**config.mk**
```make
export PLATFORM = sky130hd
export DESIGN_NAME = registro_cond_ctrl
export DESIGN_NICKNAME = d
export VERILOG_FILES = /design/src/rtl/registro_cond_ctrl_pkg.sv /design/src/rtl/registro_cond_ctrl.sv
export SDC_FILE = /design/constraint.sdc
export NUM_CORES = 1
export LEC_CHECK = 0
export CAP_MARGIN = 20
export CELL_PAD_IN_SITES_DETAIL_PLACEMENT = 0
export CELL_PAD_IN_SITES_GLOBAL_PLACEMENT = 1
export CORE_MARGIN = 2
export CORE_UTILIZATION = 34
export CTS_CLUSTER_SIZE = 8
export DETAILED_ROUTE_END_ITERATION = 16
export PLACE_DENSITY = 0.87
export SYNTH_ARGS = -nofsm -noshare
export SYNTH_HDL_FRONTEND = slang
export SYNTH_SLANG_ARGS = --single-unit
```
**constraint.sdc**
```tcl
create_clock -name CLK -period 2.2 [get_ports CLK]
set_input_delay 0.33 -clock CLK [delete_from_list [all_inputs] [get_ports CLK]]
set_output_delay 0.33 -clock CLK [all_outputs]
set_load 0.05 [all_outputs]
```
**src/rtl/registro_cond_ctrl_pkg.sv**
```systemverilog
// Shared encodings for the registro_cond datapath and its command sequencer.
package registro_cond_ctrl_pkg;

  localparam logic [1:0] OP_SEND      = 2'd0;
  localparam logic [1:0] OP_ROTATE    = 2'd1;
  localparam logic [1:0] OP_LOAD_ONLY = 2'd2;

  localparam logic [1:0] MODO_PUSH  = 2'd0;
  localparam logic [1:0] MODO_CYCLE = 2'd1;
  localparam logic [1:0] MODO_LOAD  = 2'd2;

  typedef enum logic [1:0] {
    ST_IDLE  = 2'd0,
    ST_LOAD  = 2'd1,
    ST_SHIFT = 2'd2,
    ST_FIN   = 2'd3
  } state_t;

  // Unknown opcodes degrade to the harmless load-only command.
  function automatic logic [1:0] norm_op(input logic [1:0] op);
    case (op)
      OP_SEND:   return OP_SEND;
      OP_ROTATE: return OP_ROTATE;
      default:   return OP_LOAD_ONLY;
    endcase
  endfunction

endpackage

```
**src/rtl/registro_cond_ctrl.sv**
```systemverilog
// Command sequencer driving one registro_cond through LOAD / PUSH / CYCLE steps.
module registro_cond_ctrl
  import registro_cond_ctrl_pkg::*;
#(
  parameter int WIDTH = 4,
  parameter int CNT_W = 4
) (
  input  logic             CLK,
  input  logic             RESET,
  input  logic             CMD_VALID,
  output logic             CMD_READY,
  input  logic [1:0]       CMD_OP,
  input  logic             CMD_DIR,
  input  logic [CNT_W-1:0] CMD_COUNT,
  input  logic             HOLD,
  output logic [1:0]       REG_MODO,
  output logic             REG_ENB,
  output logic             REG_DIR,
  input  logic             REG_S_OUT,
  output logic             BIT_VALID,
  output logic             BIT_LAST,
  output logic             BUSY,
  output logic             DONE
);

  state_t           state_r;
  logic [1:0]       op_r;
  logic             dir_r;
  logic [CNT_W-1:0] cnt_r;
  logic             bit_valid_r;
  logic             bit_last_r;
  logic [1:0]       cmd_op_s;

  // S_OUT is qualified downstream by BIT_VALID; the controller never inspects it.
  logic [WIDTH-1:0] unused_s;
  assign unused_s = {WIDTH{REG_S_OUT}};

  assign cmd_op_s = norm_op(CMD_OP);

  // Sequencer state, latched command and serial-bit qualifiers.
  always_ff @(posedge CLK) begin
    if (RESET) begin
      state_r     <= ST_IDLE;
      op_r        <= OP_LOAD_ONLY;
      dir_r       <= 1'b0;
      cnt_r       <= {CNT_W{1'b0}};
      bit_valid_r <= 1'b0;
      bit_last_r  <= 1'b0;
    end else begin
      bit_valid_r <= 1'b0;
      bit_last_r  <= 1'b0;
      case (state_r)
        ST_IDLE: begin
          if (CMD_VALID) begin
            op_r  <= cmd_op_s;
            dir_r <= CMD_DIR;
            cnt_r <= CMD_COUNT;
            if (cmd_op_s == OP_ROTATE) begin
              state_r <= (CMD_COUNT != {CNT_W{1'b0}}) ? ST_SHIFT : ST_FIN;
            end else begin
              state_r <= ST_LOAD;
            end
          end
        end
        ST_LOAD: begin
          state_r <= ((op_r == OP_SEND) && (cnt_r != {CNT_W{1'b0}})) ? ST_SHIFT : ST_FIN;
        end
        ST_SHIFT: begin
          // HOLD freezes both the count and the state.
          if (!HOLD) begin
            cnt_r <= cnt_r - CNT_W'(1);
            if (op_r == OP_SEND) begin
              bit_valid_r <= 1'b1;
              bit_last_r  <= (cnt_r == CNT_W'(1));
            end
            if (cnt_r == CNT_W'(1)) begin
              state_r <= ST_FIN;
            end
          end
        end
        ST_FIN:  state_r <= ST_IDLE;
        default: state_r <= ST_IDLE;
      endcase
    end
  end

  // Register control and handshake decode from state and HOLD.
  always_comb begin
    REG_MODO  = MODO_LOAD;
    REG_ENB   = 1'b0;
    CMD_READY = 1'b0;
    case (state_r)
      ST_IDLE: CMD_READY = 1'b1;
      ST_LOAD: REG_ENB = 1'b1;
      ST_SHIFT: begin
        REG_ENB = ~HOLD;
        if (op_r == OP_SEND) begin
          REG_MODO = MODO_PUSH;
        end else begin
          REG_MODO = MODO_CYCLE;
        end
      end
      ST_FIN:  REG_ENB = 1'b0;
      default: REG_ENB = 1'b0;
    endcase
  end

  assign REG_DIR   = (state_r != ST_IDLE) ? dir_r : 1'b0;
  assign BUSY      = (state_r != ST_IDLE);
  assign DONE      = (state_r == ST_FIN);
  assign BIT_VALID = bit_valid_r;
  assign BIT_LAST  = bit_last_r;

endmodule

```
==> reports/metrics.cfg, run 1 <==
[logic_synthesis]
ys_warn_count = 0
synthCells = 78
ys_types = 35
synthFlopType = dfxtp_1
synth-edff-count = 0
synthArstFlopShare_pct = 0
seq_area_frac_synth_pct = 30.1
syn_nets = 98
synth-seq-cells = 11
syn-cell-area_um2 = 731
avgSynthCellArea_um2 = 9.37

[timing]
period_share_pct = 88.9
finalSetupTns_ns = 0
rsz0062_at_grt = false
fmax_ghz = 0.511
min_period_ns = 1.96
worstMarginPinSlew_ns = 0.499
setup_viol = 0
fin_skew_ns = 0.00861
finalHoldViolCount = 0
max_slew_margin_pct = 66.6
slew_violations = 0

[pwr]
p_leak_nw = 0.400
irDropWorstVdd_mv = 0.702
powerDensity_nw_per_um2 = 1460

[min_path]
min_to = dir_r$_SDFFE_PP0P_
hold_depth = 2
min_path_type = reg -> reg
hp-start = dir_r$_SDFFE_PP0P_

[global_route]
grt_max_degree = 12
grt_pass1_wl_um = 2570
grt_overflow = 0
track_usage_pct = 13.6
grt_pass1_vias = 581
antenna_found_initial = 0

[critical_path]
rr_worst_depth = 6
path_cells = ha_1 -> clkdlybuf4s50_1
cp_max_fo = 4
cp_slowest_cell = clkdlybuf4s50_1
start_kind = flip-flop
timing.rr.start = state_r[1]$_SDFFE_PP0P_
criticalPathCategory = reg -> out
cp.required_ns = 1.87
cpPeakStageDelay_ns = 0.79
reg2reg_to = cnt_r[0]$_SDFFE_PP0P_
crit_path_end_kind = primary output
critical_path_arrival_ns = 1.63
reg2reg_slack_ns = 0.40

[clock_network]
cts_setup_buffers = 0
clock_latency_ns = 0.27
cts_buffer_depth = 2
cts_tree = built
h-tree-depth = 1
clkSinkCount = 11
cts_resized = 0
numCtsBuffers = 3
clock-root-buffer = clkbuf_4
path_clk_slew_ns = 0.06
cts_hold_buf = 0

[routing]
ant_nets = 0
routed_via_density = 4.98
vias = 638
wl_per_cell_um = 12.1
drtIter0Drc = 13
dr.pass1.iters = 4
drt_wl_total_um = 1550
drc = 0

[cells_and_area]
fillers = 195
regArea_um2 = 220
final_common_cell = clkdlybuf4s50_1
drive_gt1_share_pct = 22.8
fin_nets = 122
instances_no_fill = 128
area_growth_pct = 37.2
most-common-layout-cells = clkdlybuf4s50_1, dfxtp_1, nor2_1
diodes = 0
multi_input_area_um2 = 472

[floorplanning]
dieWidth_um = 50.4
core_area_um2 = 2000
fp-row-count = 16
die_y_um = 50.4
start_util_pct = 36.5
io_pins = 21
dieArea_um2 = 2540

[place]
routabilityCongestion = 0.796
dp_hpwl_um = 1230
io_buffers = 19
dpl.cell_count = 124

[run_status]
outcome = complete, no violations

[run]
drv_cap = 0

-- synthesized netlist by cell type, types with 2 or more instances --
library cell  instances  area [um2]
o21ai_0               2        10.0
nand2_1               6        22.5
nor2_1                8        30.0
ha_1                  8         100
nor2b_1               2        12.5
a21oi_1               6        30.0
nor4_1                2        12.5
inv_1                 5        18.8
dfxtp_1              11         220
and3_1                2        12.5
a21bo_2               2        20.0
-- cells by family (layout without fill, tap and decap cells) --
logic type	Yosys count	in the layout	synth area share, %
and+or+nand+nor	28	28	23.1
AOI/OAI and AO/OA	21	21	24.5
DFF	11	11	30.1
adders and majority gates	8	8	13.7
buffers and inverters	8	31	5.65
muxes	2	2	2.91
-- final cells by class --
cell class / instances / share of cell area, %
Clock buffer: 4 / 2.62
Inverter: 6 / 2.25
Multi-Input combinational cell: 59 / 47.1
Sequential cell: 11 / 22.0
Tap cell: 27 / 3.37
Timing Repair Buffer: 21 / 22.7
-- metrics by stage --
step / utilization (%) / setup WS, ns / power, W / hold slack (ns) / cell area [um2]
global route: 50.1 / 0.135 / 0.00158 / 0.486 / 1000
global placement: 48.6 / 0.255 / 0.00131 / 0.439 / 973
detailed placement: 48.6 / 0.241 / 0.00133 / 0.445 / 973
floorplan: - / 0.196 / 0.00103 / 0.407 / 731
finish: 50.1 / 0.245 / 0.00147 / 0.456 / 1000
CTS: 49.9 / 0.100 / 0.00147 / 0.461 / 1000
-- worst max-delay path: cells and delay by family (launching register included) --
kind                     cells  cell delay, ns
adder cells (fa/ha/maj)      1            0.17
flip-flops                   1            0.40
buffers and inverters        1            0.79
-- worst max-delay path by stage --
stage / startpoint / end / slack (ns)
after floorplan: state_r[0]$_SDFFE_PP0P_ / REG_MODO[0] / 0.20
after global placement: HOLD / state_r[1]$_SDFFE_PP0P_ / 0.26
after detailed placement: HOLD / state_r[1]$_SDFFE_PP0P_ / 0.24
after CTS: state_r[0]$_SDFFE_PP0P_ / REG_ENB / 0.10
after global routing: state_r[0]$_SDFFE_PP0P_ / REG_ENB / 0.13
final: state_r[1]$_SDFFE_PP0P_ / DONE / 0.24
-- where the power goes --
group / switching (W) / leakage, nW / internal [W]
Clock: 0.0000703 / 0.0150 / 0.0000703
Sequential: 0.0000599 / 0.0903 / 0.000262
Combinational: 0.000569 / 0.295 / 0.000434
-- routing by layer --
| metal | GRT usage [%] | wire (um) |
|---|---|---|
| met1 | 15.3 | 682 |
| met2 | 23.2 | 746 |
| met3 | 6.55 | 118 |
| met4 | 2.70 | 0 |
| met5 | 0 | 0 |
-- registers in the layout (all words and copies together), names as in the netlist --
register   cells
dir_r          1
state_r        2
cnt_r          4
op_r           2
BIT_LAST       1
BIT_VALID      1
Note: power is estimated with default switching activity, not from simulation.
==> run 2: changes to the inputs <==
--- a/config.mk
+++ b/config.mk
@@ -16,3 +16,4 @@
 export SYNTH_ARGS = -nofsm -noshare
 export SYNTH_HDL_FRONTEND = slang
 export SYNTH_SLANG_ARGS = --single-unit
+export TNS_END_PERCENT = 30
==> results of run 2 <==
The final DEF is identical to that of run 1; final timing and power are the same.
